**config.mk**
```make
export PLATFORM = sky130hd
export DESIGN_NAME = pre_emphasis_frame_ctrl
export DESIGN_NICKNAME = d
export VERILOG_FILES = /design/src/rtl/pre_emphasis_frame_ctrl.sv
export SDC_FILE = /design/constraint.sdc
export NUM_CORES = 1
export LEC_CHECK = 0
export BUFFER_PORTS_ARGS = -buffer_cell sky130_fd_sc_hd__buf_2
export CAP_MARGIN = 20
export CORE_MARGIN = 1.5
export CORE_UTILIZATION = 36
export DETAILED_ROUTE_END_ITERATION = 16
export PLACE_DENSITY_LB_ADDON = 0.08
export SYNTH_ARGS = -nofsm -noshare
export SYNTH_HDL_FRONTEND = slang
export SYNTH_SLANG_ARGS = --single-unit
```
**constraint.sdc**
```tcl
create_clock -name clk -period 4.4 [get_ports clk]
set_input_delay 0 -clock clk [delete_from_list [all_inputs] [get_ports clk]]
set_output_delay 0 -clock clk [all_outputs]
set_load 0.05 [all_outputs]
```
**src/rtl/pre_emphasis_frame_ctrl.sv**
```systemverilog
// Frame sequencer for the float32 pre-emphasis datapath y(t) = x(t) - a*x(t-1).
// Define PE_FRAME_RESET_EN to zero x(t-1) at the start of every frame.
module pre_emphasis_frame_ctrl #(
    parameter int unsigned FRAME_LEN  = 256,
    parameter int unsigned GAP_CYCLES = 16,
    parameter int unsigned TIMEOUT    = 64
) (
    input  logic        clk,
    input  logic        rst,
    input  logic        enable,
    input  logic        s_tvalid,
    output logic        s_tready,
    input  logic [31:0] s_tdata,
    output logic        pe_tvalid,
    output logic [31:0] pe_cur,
    output logic [31:0] pe_prev,
    input  logic        pe_res_tvalid,
    input  logic [31:0] pe_res_tdata,
    output logic        m_tvalid,
    output logic [31:0] m_tdata,
    output logic        m_tlast,
    output logic [15:0] frame_cnt,
    output logic        busy,
    output logic        err
);
    localparam logic [1:0] IDLE  = 2'd0;
    localparam logic [1:0] RUN   = 2'd1;
    localparam logic [1:0] DRAIN = 2'd2;
    localparam logic [1:0] GAP   = 2'd3;

    localparam logic [15:0] LEN         = 16'(FRAME_LEN);
    localparam logic [15:0] LEN_LAST    = 16'(FRAME_LEN - 1);
    localparam logic [15:0] TO_LAST     = 16'(TIMEOUT - 1);
    localparam logic [7:0]  GAP_LAST    = 8'(GAP_CYCLES - 1);
    localparam logic [1:0]  AFTER_FRAME = (GAP_CYCLES == 0) ? IDLE : GAP;

    logic [1:0]  state;
    logic [15:0] in_cnt;
    logic [15:0] out_cnt;
    logic [15:0] to_cnt;
    logic [7:0]  gap_cnt;
    logic [31:0] prev;
    logic        xfer;
    logic        res_ok;
    logic        res_last;

    assign s_tready = (state == RUN) && (in_cnt < LEN);
    assign busy     = (state != IDLE);
    assign xfer     = s_tvalid && s_tready;
    // A result belongs to the frame only while it is open and not yet fully returned.
    assign res_ok   = pe_res_tvalid && ((state == RUN) || (state == DRAIN)) && (out_cnt < LEN);
    assign res_last = res_ok && (out_cnt == LEN_LAST);

    always_ff @(posedge clk) begin
        if (rst) begin
            state     <= IDLE;
            in_cnt    <= 16'd0;
            out_cnt   <= 16'd0;
            to_cnt    <= 16'd0;
            gap_cnt   <= 8'd0;
            prev      <= 32'd0;
            pe_tvalid <= 1'b0;
            pe_cur    <= 32'd0;
            pe_prev   <= 32'd0;
            m_tvalid  <= 1'b0;
            m_tdata   <= 32'd0;
            m_tlast   <= 1'b0;
            frame_cnt <= 16'd0;
            err       <= 1'b0;
        end else begin
            pe_tvalid <= xfer;
            if (xfer) begin
                pe_cur  <= s_tdata;
                pe_prev <= prev;
                prev    <= s_tdata;
                in_cnt  <= in_cnt + 16'd1;
            end

            m_tvalid <= pe_res_tvalid;
            m_tdata  <= pe_res_tdata;
            m_tlast  <= res_last;
            if (pe_res_tvalid && !res_ok) begin
                err <= 1'b1;
            end
            if (res_ok) begin
                out_cnt <= out_cnt + 16'd1;
            end

            case (state)
                IDLE: begin
                    if (enable) begin
                        state   <= RUN;
                        in_cnt  <= 16'd0;
                        out_cnt <= 16'd0;
                        to_cnt  <= 16'd0;
`ifdef PE_FRAME_RESET_EN
                        prev    <= 32'd0;
`endif
                    end
                end
                RUN: begin
                    if (xfer && (in_cnt == LEN_LAST)) begin
                        state  <= DRAIN;
                        to_cnt <= 16'd0;
                    end
                end
                DRAIN: begin
                    // A lost result abandons the frame without counting it.
                    if (res_last) begin
                        frame_cnt <= frame_cnt + 16'd1;
                        state     <= AFTER_FRAME;
                        gap_cnt   <= 8'd0;
                    end else if (res_ok) begin
                        to_cnt <= 16'd0;
                    end else if (to_cnt == TO_LAST) begin
                        err     <= 1'b1;
                        state   <= AFTER_FRAME;
                        gap_cnt <= 8'd0;
                    end else begin
                        to_cnt <= to_cnt + 16'd1;
                    end
                end
                GAP: begin
                    if (gap_cnt == GAP_LAST) begin
                        state <= IDLE;
                    end else begin
                        gap_cnt <= gap_cnt + 8'd1;
                    end
                end
                default: state <= IDLE;
            endcase
        end
    end
endmodule

```
==> impl_metrics.ini <==
[placement]
pre_cts_ws_ns = 1.674
gp_congestion = 0.7504
dp_hpwl_um = 10930
io_buffer_count = 186
placed_cells = 1162

[hold_path]
min_from = rst
hold_class = input pin to register

[setup_path]
critPathLaunchType = register
crit_chain = inv_1, ha_1, inv_1, nor4_4, a21o_1, nor2_2, a311oi_1
critPathArrivalTime_ns = 3.01
timing.rr.start = state[0]
critical_path.max_stage_delay_ns = 0.58
critPathLaunch = state[0]
end_kind = register
path_class = register to register
cp_slowest_cell = ha_1
cp_data_required_time_ns = 4.72
path_max_fanout = 14
crit_top_cell = inv_1

[final_layout]
layout_commonest_cell = buf_2
areaGrowthSynthToFinish_pct = 33.71
drive_above_1_share_pct = 23.93
instances_no_fill = 1258
nets = 1092
fin_util_pct = 49.24
nFillCells = 1774
antennaDiodeCount = 0
most-common-layout-cells = 185 x buf_2, 174 x dfxtp_1, 156 x nand2_1

[synthesis]
yosys.area.top_type = dfxtp_1
synth_ff_type = dfxtp_1
synth_top_cell_area_share_pct = 50.57
synth.distinct_cells = 61
synth-seq-cells = 174
synth_area_mm2 = 0.006888
yosysWarnings = 0
postSynthAreaPerCell_um2 = 8.808
synthCells = 782
postSynth.asyncResetShare_pct = 0
synth.top_cells.by_area = dfxtp_1 51%, nand2_1 8.5%, a21oi_1 6.3%
yosysSeqAreaShare_pct = 50.57
synth-edff-count = 0
syn_nets = 861

[timing]
worst_slack_ns = 1.713
clock_skew_ns = 0.01054
max_slew_margin_pct = 38.54
rsz0062_at_grt = no
holdWs_ns = 0.1625
min_period_ns = 2.687
fin_setup_tns_ns = 0
tightest_slew_ns = 0.9219
setup-violations-final = 0
hold_viol = 0
timing.final.crit_share_pct = 61.07
drv_slew = 0
fmax_mhz = 372.2

[global_routing]
grt_pass1_wl_um = 27970
grt_usage_pct = 17.21
grt_max_degree = 86
antenna_found_initial = 0
first_global_vias = 5649
grt_overflow = 0

[die]
die_area_mm2 = 0.01997
core_mm2 = 0.01871
die_w_um = 141.3
initial_core_util_pct = 36.82
fp.dieH_um = 141.3
pin_count = 187
rows = 50

[routing]
highest_layer = met4
route.met3.wl_um = 924
via_per_inst = 4.828
routed_wl_um = 17260
wl_per_cell_um = 13.72
drc = 0
ant_nets = 0
wl_met1_um = 8547
dr.pass1.iters = 5
num_vias = 6074
first_iter_violations = 272
wl_met2_um = 7625

[clocking]
holdBufCountCts = 65
cts_buffers = 17
clock_latency_ns = 0.42
cts_resized = 0
h-tree-depth = 4
cts_root_buffer = clkbuf_16
cts.clk_slew.worst_paths_ns = 0.06
cts_tree = done
postCtsSetupRepairBufs = 0
clockBufferDepth = 2
clkSinkCount = 174

[run]
cap_violations = 0

[pwr]
powerDensity_mw_per_mm2 = 463.2
ir_drop_mv = 0.2621
leakage_nw = 3.722

[run_status]
status = complete, no violations
[critical path: cells and delay by family (launching register included)]
kind | cells | cell delay, ns
flip-flops | 1 | 0.32
buffers and inverters | 2 | 0.32
adder cells (fa/ha/maj) | 1 | 0.58
AND/OR/NAND/NOR | 2 | 0.72
AO/OA/AOI/OAI | 2 | 0.65
[power breakdown]
part | internal [W] | leakage (nW) | switching (W)
sequential | 0.00165 | 1.41 | 0.0000494
combinational | 0.000276 | 2.01 | 0.000747
clock | 0.000935 | 0.295 | 0.000606
[synthesized netlist by cell type, types with 2 or more instances]
| cell type | instances |
|---|---|
| nand2b_1 | 2 |
| a211oi_1 | 4 |
| a21oi_1 | 87 |
| a211oi_2 | 4 |
| and3_1 | 8 |
| a311oi_1 | 5 |
| xor2_1 | 9 |
| o32ai_1 | 2 |
| nand4_1 | 18 |
| nor4_2 | 3 |
| nand2_1 | 156 |
| nand3_1 | 17 |
| mux2i_1 | 12 |
| ha_1 | 10 |
| inv_1 | 23 |
| and2_1 | 18 |
| xnor2_1 | 11 |
| o21a_1 | 5 |
| dlygate4sd1_1 | 2 |
| or3_1 | 11 |
| nor3b_1 | 2 |
| dfxtp_1 | 174 |
| nor2_1 | 38 |
| buf_2 | 4 |
| nor4_4 | 2 |
| and4_1 | 2 |
| nor3_1 | 13 |
| nor4_1 | 4 |
| o31ai_1 | 5 |
| a21o_1 | 2 |
| o211ai_1 | 12 |
| clkbuf_1 | 31 |
| nor2b_1 | 34 |
| o21ai_0 | 14 |
| or4_4 | 2 |
| buf_1 | 3 |
| a31oi_1 | 9 |
[per-stage QoR]
step | total power [W] | instance area, um2
global route | 0.004482 | 9210
floorplan | 0.002483 | 6888
finish | 0.004266 | 9210
global placement | 0.002724 | 7936
detailed placement | 0.002723 | 7944
CTS | 0.004324 | 9199
[cell families (layout without fill, tap and decap cells)]
logic type / count (synthesis) / in the layout / synth area share (%)
buffers and inverters: 67 / 309 / 4.233
flip-flops: 174 / 174 / 50.57
multiplexers: 12 / 12 / 1.744
AND/OR/NAND/NOR: 340 / 340 / 24.80
XOR/XNOR: 20 / 20 / 2.543
adder cells (fa/ha/maj): 10 / 10 / 1.817
AO/OA/AOI/OAI: 159 / 159 / 14.30
[metal layers]
layer  up-vias  track usage, %
met5         -               0
met4         0           5.318
met3        10           4.489
met2       168           26.57
met1      2748           23.55
li1       3148               -
[worst paths after layout]
path         depth (start not counted)  slack (ns)           to
max                                  7        1.71   to_cnt[13]
min                                  2        0.16  m_tdata[27]
max reg2reg                          7        1.71   to_cnt[13]
min reg2reg                          2        0.45   pe_prev[7]
[flip-flops by register name, summed over array words and instances (netlist names)]
register,flops
pe_tvalid,1
to_cnt,16
gap_cnt,8
frame_cnt,16
state,2
prev,32
err,1
m_tdata,32
m_tlast,1
pe_prev,32
in_cnt,16
m_tvalid,1
out_cnt,16
[cell type report]
cell class | count | area [um2] | area share [%]
Sequential cell | 174 | 3483 | 37.82
Timing Repair Buffer | 256 | 1625 | 17.65
Tap cell | 234 | 292.8 | 3.179
Clock inverter | 9 | 133.9 | 1.454
Multi-Input combinational cell | 541 | 3118 | 33.85
Inverter | 23 | 86.33 | 0.9374
Clock buffer | 21 | 470.5 | 5.108
(Power assumes the default switching activity.)
